<file path="src/rtl/vga_pkg.sv">
// vga_pkg: shared timing constants and types for the VGA raster path.
//   - localparams for the 640x480@60 timing set (defaults of vga_timing_gen)
//   - rgb12_t : packed {r,g,b} 4 bits each
//   - htotal()/vtotal() : total pixels per line / lines per frame
package vga_pkg;

  localparam int VGA640_HACTIVE = 640;
  localparam int VGA640_HFP     = 16;
  localparam int VGA640_HSYN    = 96;
  localparam int VGA640_HBP     = 48;
  localparam int VGA640_VACTIVE = 480;
  localparam int VGA640_VFP     = 10;
  localparam int VGA640_VSYN    = 2;
  localparam int VGA640_VBP     = 33;

  typedef struct packed {
    logic [3:0] r;
    logic [3:0] g;
    logic [3:0] b;
  } rgb12_t;

  function automatic int htotal(input int act, input int fp, input int syn, input int bp);
    return act + fp + syn + bp;
  endfunction

  function automatic int vtotal(input int act, input int fp, input int syn, input int bp);
    return act + fp + syn + bp;
  endfunction

endpackage

</file>
<file path="src/rtl/vga_sync_delay.sv">
// vga_sync_delay: DEPTH-stage shift register with enable and synchronous reset.
// Every stage loads RST_VAL on reset, so the output is defined from the first
// cycle after reset rather than after the line has filled.
//   vgaclk : clock (rising edge)
//   reset  : synchronous, active-high
//   en     : shift enable; 0 holds every stage
//   d      : W-bit input
//   q      : W-bit output, d delayed by DEPTH enabled cycles
module vga_sync_delay #(
  parameter int             W       = 3,
  parameter int             DEPTH   = 1,
  parameter logic [W-1:0]   RST_VAL = '0
) (
  input  logic         vgaclk,
  input  logic         reset,
  input  logic         en,
  input  logic [W-1:0] d,
  output logic [W-1:0] q
);

  logic [DEPTH-1:0][W-1:0] stage;

  always_ff @(posedge vgaclk) begin
    if (reset) begin
      stage <= {DEPTH{RST_VAL}};
    end else if (en) begin
      stage[0] <= d;
      for (int i = 1; i < DEPTH; i++) stage[i] <= stage[i-1];
    end
  end

  assign q = stage[DEPTH-1];

endmodule

</file>
<file path="src/rtl/vga_timing_gen.sv">
// vga_timing_gen: parametrised VGA raster timing generator.
// x/y counters run on the pixel clock; line_start/frame_start/x/y are zero
// latency. hsync/vsync/blank_b are delayed PIPE_DLY cycles so they line up with
// rgb_in from a pipelined pixel generator; r/g/b are blanked outside the
// active area.
// Optional feature macro: VGA_TEST_PATTERN_EN (8-bar colour test pattern,
// selected by test_en). Without it test_en is ignored.
// Ports:
//   vgaclk, reset (sync, active-high), en (count enable)
//   x, y, line_start, frame_start, frame_cnt : raster position / strobes
//   rgb_in, test_en : pixel input and pattern select
//   hsync, vsync, sync_b, blank_b, r, g, b   : delayed display outputs
module vga_timing_gen
  import vga_pkg::*;
#(
  parameter int HACTIVE  = VGA640_HACTIVE,
  parameter int HFP      = VGA640_HFP,
  parameter int HSYN     = VGA640_HSYN,
  parameter int HBP      = VGA640_HBP,
  parameter int VACTIVE  = VGA640_VACTIVE,
  parameter int VFP      = VGA640_VFP,
  parameter int VSYN     = VGA640_VSYN,
  parameter int VBP      = VGA640_VBP,
  parameter bit HPOL     = 1'b0,
  parameter bit VPOL     = 1'b0,
  parameter int PIPE_DLY = 1,
  parameter int CW       = 10,
  parameter int FCW      = 8
) (
  input  logic           vgaclk,
  input  logic           reset,
  input  logic           en,
  output logic [CW-1:0]  x,
  output logic [CW-1:0]  y,
  output logic           line_start,
  output logic           frame_start,
  output logic [FCW-1:0] frame_cnt,
  input  logic [11:0]    rgb_in,
  input  logic           test_en,
  output logic           hsync,
  output logic           vsync,
  output logic           sync_b,
  output logic           blank_b,
  output logic [3:0]     r,
  output logic [3:0]     g,
  output logic [3:0]     b
);

  localparam int HTOTAL = htotal(HACTIVE, HFP, HSYN, HBP);
  localparam int VTOTAL = vtotal(VACTIVE, VFP, VSYN, VBP);

  // All bounds are inclusive "last" values so no constant needs CW+1 bits.
  localparam logic [CW-1:0] H_LAST    = CW'(HTOTAL - 1);
  localparam logic [CW-1:0] V_LAST    = CW'(VTOTAL - 1);
  localparam logic [CW-1:0] H_ACT_LST = CW'(HACTIVE - 1);
  localparam logic [CW-1:0] V_ACT_LST = CW'(VACTIVE - 1);
  localparam logic [CW-1:0] HS_FIRST  = CW'(HACTIVE + HFP);
  localparam logic [CW-1:0] HS_LAST   = CW'(HACTIVE + HFP + HSYN - 1);
  localparam logic [CW-1:0] VS_FIRST  = CW'(VACTIVE + VFP);
  localparam logic [CW-1:0] VS_LAST   = CW'(VACTIVE + VFP + VSYN - 1);

  // Raster counters
  always_ff @(posedge vgaclk) begin
    if (reset) begin
      x         <= '0;
      y         <= '0;
      frame_cnt <= '0;
    end else if (en) begin
      if (x == H_LAST) begin
        x <= '0;
        if (y == V_LAST) begin
          y         <= '0;
          frame_cnt <= frame_cnt + FCW'(1);
        end else begin
          y <= y + CW'(1);
        end
      end else begin
        x <= x + CW'(1);
      end
    end
  end

  assign line_start  = (x == '0);
  assign frame_start = line_start && (y == '0);

  // Raw sync/blank terms, kept active-high until the output stage
  logic hs_raw, vs_raw, act;
  logic hs_d, vs_d, act_d;

  assign hs_raw = (x >= HS_FIRST) && (x <= HS_LAST);
  assign vs_raw = (y >= VS_FIRST) && (y <= VS_LAST);
  assign act    = (x <= H_ACT_LST) && (y <= V_ACT_LST);

  // Reset value 0 = sync inactive and blanked once polarity is applied
  vga_sync_delay #(.W(3), .DEPTH(PIPE_DLY), .RST_VAL(3'b000)) u_sync_dly (
    .vgaclk (vgaclk),
    .reset  (reset),
    .en     (en),
    .d      ({hs_raw, vs_raw, act}),
    .q      ({hs_d, vs_d, act_d})
  );

  assign hsync   = hs_d ^ ~HPOL;
  assign vsync   = vs_d ^ ~VPOL;
  assign sync_b  = hsync & vsync;
  assign blank_b = act_d;

  rgb12_t pix;

`ifdef VGA_TEST_PATTERN_EN
  localparam int BAR_W = HACTIVE / 8;

  logic [2:0] bar;
  rgb12_t     pat, pat_d;
  logic       sel_d;

  // Bar index wraps past the active area; those pixels are blanked anyway.
  assign bar = 3'(x / CW'(BAR_W));
  assign pat = '{r: {4{bar[2]}}, g: {4{bar[1]}}, b: {4{bar[0]}}};

  // test_en travels with its pixel so a mid-line switch stays aligned
  vga_sync_delay #(.W(13), .DEPTH(PIPE_DLY), .RST_VAL(13'h0)) u_pat_dly (
    .vgaclk (vgaclk),
    .reset  (reset),
    .en     (en),
    .d      ({test_en, pat}),
    .q      ({sel_d, pat_d})
  );

  assign pix = sel_d ? pat_d : rgb12_t'(rgb_in);
`else
  logic unused_test_en;
  assign unused_test_en = test_en;
  assign pix = rgb12_t'(rgb_in);
`endif

  assign r = blank_b ? pix.r : 4'h0;
  assign g = blank_b ? pix.g : 4'h0;
  assign b = blank_b ? pix.b : 4'h0;

endmodule

</file>
<file path="config.mk">
export PLATFORM = sky130hd
export DESIGN_NAME = vga_timing_gen
export DESIGN_NICKNAME = d
export VERILOG_FILES = /design/src/rtl/vga_pkg.sv /design/src/rtl/vga_sync_delay.sv /design/src/rtl/vga_timing_gen.sv
export SDC_FILE = /design/constraint.sdc
export NUM_CORES = 1
export LEC_CHECK = 0
export BUFFER_PORTS_ARGS = -buffer_cell sky130_fd_sc_hd__buf_2
export CORE_MARGIN = 1.5
export CORE_UTILIZATION = 49
export DETAILED_ROUTE_END_ITERATION = 8
export PLACE_DENSITY = 0.79
export REMOVE_ABC_BUFFERS = 1
export SLEW_MARGIN = 20
export SYNTH_ARGS = -nofsm -noshare
export SYNTH_HDL_FRONTEND = slang
export SYNTH_SLANG_ARGS = --single-unit
</file>
<file path="constraint.sdc">
create_clock -name vgaclk -period 2.36 [get_ports vgaclk]
set_input_delay 0.472 -clock vgaclk [delete_from_list [all_inputs] [get_ports vgaclk]]
set_output_delay 0.472 -clock vgaclk [all_outputs]
set_load 0.01 [all_outputs]
</file>
==> summary.txt <==
Global route
  • Vias in the first global route: 1292
  • Overall overflow remaining after global route: 0
  • Maximum number of pins on one net before global-route repair: 19
  • Overall routing resource usage: 18.9%
  • First-pass GRT wire length: around 5.9 mm
  • Initial antenna violation count: 0

Final layout
  • Total Nets Final: 275
  • Core Util, Final: 61.9%
  • Relative area change from synthesis to final layout: 20.2%
  • Post-route standard cell area excluding fillers: 2080 um2
  • Number of diodes: 0
  • Layout cells sized above 1: 33.5%

Clock network
  • Number of buffers on the longest clock path: 2
  • Num CTS Buffers: 5
  • Clock transition at path regs: roughly 0.1 ns
  • Buffer count from post-CTS setup fixing: 0
  • CTS Sinks: 31
  • H-tree level count: 2
  • PostCTS Resize Cnt: 0
  • Clock latency on the worst-skew pair: 0.34 ns
  • Clock tree from TritonCTS: built
  • Hold-fix buffer count after cts: 0
  • Root Driver: sky130_fd_sc_hd__clkbuf_4

Yosys
  • Top post-synthesis cells by area: sky130_fd_sc_hd__dfxtp_1 (36%), sky130_fd_sc_hd__xnor2_1 (8.1%), sky130_fd_sc_hd__nor2_1 (6.9%), sky130_fd_sc_hd__and2_1 (5.4%), sky130_fd_sc_hd__nor4_2 (5.1%)
  • Adder-Cell Fraction of Synth Area: 4.33%
  • Leading area contributor after synthesis: sky130_fd_sc_hd__dfxtp_1
  • Mean instance size in the synthesized netlist: 8.98 um2
  • Mux cell area share after synthesis: 2.60%
  • Register area share after synthesis: 35.8%
  • Post-synth EDFFs: 0
  • Share of synthesized cell area in and, or, nand and nor gates: 36.6%
  • Async SR Flop Fraction: 0%
  • Synth top cells by count: sky130_fd_sc_hd__nor2_1 (32), sky130_fd_sc_hd__dfxtp_1 (31), sky130_fd_sc_hd__xnor2_1 (16)
  • Yosys top cell area share: 35.8%
  • Post-synthesis cell count: around 190
  • Synthesized-area fraction occupied by xor and xnor cells: a little under an eighth
  • Complex-gate fraction of the synthesized area: 2.24%
  • Count of yosys warnings during synthesis: 0
  • Number of library cell types mapped by synthesis: 34
  • Post-synth design cell area: 1730 um2
  • Most used flip-flop cell after synthesis: sky130_fd_sc_hd__dfxtp_1
  • Synthesized flop and latch total: 31
  • Combinational family with the most area after synthesis: simple AND/OR/NAND/NOR gates
  • Dominant cell by count in the synthesized netlist: sky130_fd_sc_hd__nor2_1

STA
  • Final Critical Period: about 2.2 ns
  • Actual transition at the worst max-transition pin: about 0.34 ns
  • Final worst clock skew: between 0.01 and 0.015 ns
  • Fmax achieved: 0.450 GHz
  • Fraction of the cycle the final worst path needs: 94.2%
  • RSZ-0062 raised after global routing: no
  • Final setup violation count: 0
  • Total count of hold-check failures in the final report: 0
  • Setup WS post-layout: 0.137 ns
  • Pins Over Slew Limit: 0
  • Accumulated negative setup slack: 0 ns
  • Rel. slew slack: 77.1%

Place
  • Number of buffer cells added on primary ports: 60
  • Sum of net half-perimeters after detailed placement: 2.53 mm
  • Standard cell area after detailed placement: 2030 um2
  • Worst setup slack before clock tree synthesis: around 0.35 ns
  • Last weighted congestion value of the routability-driven placer: just under 0.8

Detailed routing
  • Post-detailed-routing wire length: 3.44 mm
  • Average routed wire per standard cell: 11.5 um
  • Number of routed nets with antenna violations: 0
  • Total number of vias: 1489
  • Remaining design rule violation count: 0
  • Routed via count divided by cell count: 4.96
  • Routed met1 length: 1.56 mm
  • DRT iter0 DRCs: 46
  • Met3 layer wire length in the routed design: 219 um
  • Uppermost routed layer: met4
  • Iteration count of the initial detailed-routing pass: 4
  • Sum of met2 wire segment lengths after detailed routing: 1.58 mm

Floorplan
  • Starting utilization of the core area: between 50% and 60%
  • Die Footprint: 3900 um2
  • Horizontal die dimension: around 62 um
  • Standard-cell row count: 21
  • Die height: 62.5 um
  • Core footprint: about 3400 um2
  • Number of top-level pins: 62

Setup path
  • CP max stage cell: sky130_fd_sc_hd__dfxtp_1
  • Launching element type of the critical path: register
  • Cells traversed along the worst timing path: nor4_2, nand3b_2, nor4_1, and2_1, buf_2
  • Max Fanout on Critical Path: 6
  • Kind of capture point of the worst setup path: output pin
  • Slowest Stage Delay on Critical Path: 0.38 ns
  • Data arrival time of the critical path: 1.75 ns
  • Data required, critical path: between 1.5 and 2 ns
  • Setup Crit Path Kind: register to output pin

Power and ir drop
  • Leakage dissipation: approximately 0.00091 uW
  • Power per standard cell area: around 440 nW/um2
  • VDD IR max: 0.282 mV

Job
  • Max cap viols: 0

Outcome
  • Status: finished clean

Worst hold path
  • Hold WC Path Type: input port to register
[metal layers]
layer | vias up | global-route usage (%)
met5 | - | 0
met4 | 0 | 10.0
met3 | 8 | 5.05
met2 | 45 | 30.4
met1 | 669 | 23.0
li1 | 767 | -
[power breakdown]
group,internal [uW],total [uW],switching [uW]
sequential,527,535,7.45
combinational,39.4,81.7,42.3
clock,116,290,174
total,683,907,224
[logic make-up after synthesis]
| family | Yosys count |
|---|---|
| multiplexers | 4 |
| adder cells (fa/ha/maj) | 6 |
| AND/OR/NAND/NOR | 102 |
| flip-flops | 31 |
| AO/OA/AOI/OAI | 7 |
| XOR/XNOR | 23 |
| buffers and inverters | 20 |
[final timing paths]
check                                startpoint              end  slack, ns  cells after the start
worst min-delay path                      reset     frame_cnt[1]       0.50                      2
worst min register to register  u_sync_dly.q[2]  u_sync_dly.q[2]       0.53                      2
worst max register to register             x[0]     frame_cnt[5]       0.30                      6
worst max-delay path                       y[4]      frame_start       0.14                      5
[per-stage QoR]
step / hold WS, ns / std cells / power, uW
2_1_floorplan: 0.483 / 183 / 587
6_report: 0.497 / 300 / 907
4_1_cts: 0.487 / 300 / 921
5_1_grt: 0.495 / 300 / 956
3_5_place_dp: 0.520 / 292 / 630
3_3_place_gp: 0.514 / 292 / 628
[critical path, delay by kind of cell (launching register included)]
family | cells | cell delay (ns)
AND/OR/NAND/NOR | 4 | 0.91
flip-flops | 1 | 0.38
buffers and inverters | 1 | 0.13
[final cells by class]
type	count	area (um2)
Tap cell	46	57.6
Clock inverter	1	5.00
Clock buffer	7	45.0
Timing Repair Buffer	63	323
Multi-Input combinational cell	142	995
Fill cell	320	1280
Sequential cell	31	621
Inverter	10	37.5
[flip-flops by register name (all words and copies together) (netlist names)]
| signal | cells |
|---|---|
| u_sync_dly.q | 3 |
| x | 10 |
| frame_cnt | 8 |
| y | 10 |
[cell usage in the layout (no fill, tap or decap)]
master	instances
sky130_fd_sc_hd__dfxtp_1	31
sky130_fd_sc_hd__and2_1	15
sky130_fd_sc_hd__inv_1	10
sky130_fd_sc_hd__clkinv_2	1
sky130_fd_sc_hd__o21ai_0	2
sky130_fd_sc_hd__xnor2_1	16
sky130_fd_sc_hd__nand2_1	9
sky130_fd_sc_hd__nor4b_4	1
sky130_fd_sc_hd__xor2_1	7
sky130_fd_sc_hd__ha_1	6
sky130_fd_sc_hd__buf_2	60
sky130_fd_sc_hd__buf_4	3
sky130_fd_sc_hd__nand4_4	1
sky130_fd_sc_hd__nor2_1	32
sky130_fd_sc_hd__nor2b_1	1
sky130_fd_sc_hd__nand3_2	1
sky130_fd_sc_hd__nand4_1	6
sky130_fd_sc_hd__nand3_1	7
sky130_fd_sc_hd__and4_2	2
sky130_fd_sc_hd__nand4b_1	1
sky130_fd_sc_hd__clkbuf_1	2
sky130_fd_sc_hd__a31o_2	1
sky130_fd_sc_hd__nand2b_1	3
sky130_fd_sc_hd__and3_1	2
sky130_fd_sc_hd__nor4_4	1
sky130_fd_sc_hd__nor4_2	7
sky130_fd_sc_hd__nand3b_2	1
sky130_fd_sc_hd__or2_1	1
sky130_fd_sc_hd__nor4_1	3
sky130_fd_sc_hd__nor3_1	6
sky130_fd_sc_hd__a21oi_1	4
sky130_fd_sc_hd__mux2_4	1
sky130_fd_sc_hd__nor4b_1	2
sky130_fd_sc_hd__clkbuf_4	5
sky130_fd_sc_hd__mux2i_1	3
No activity file was read; power rests on OpenSTA's default activity.
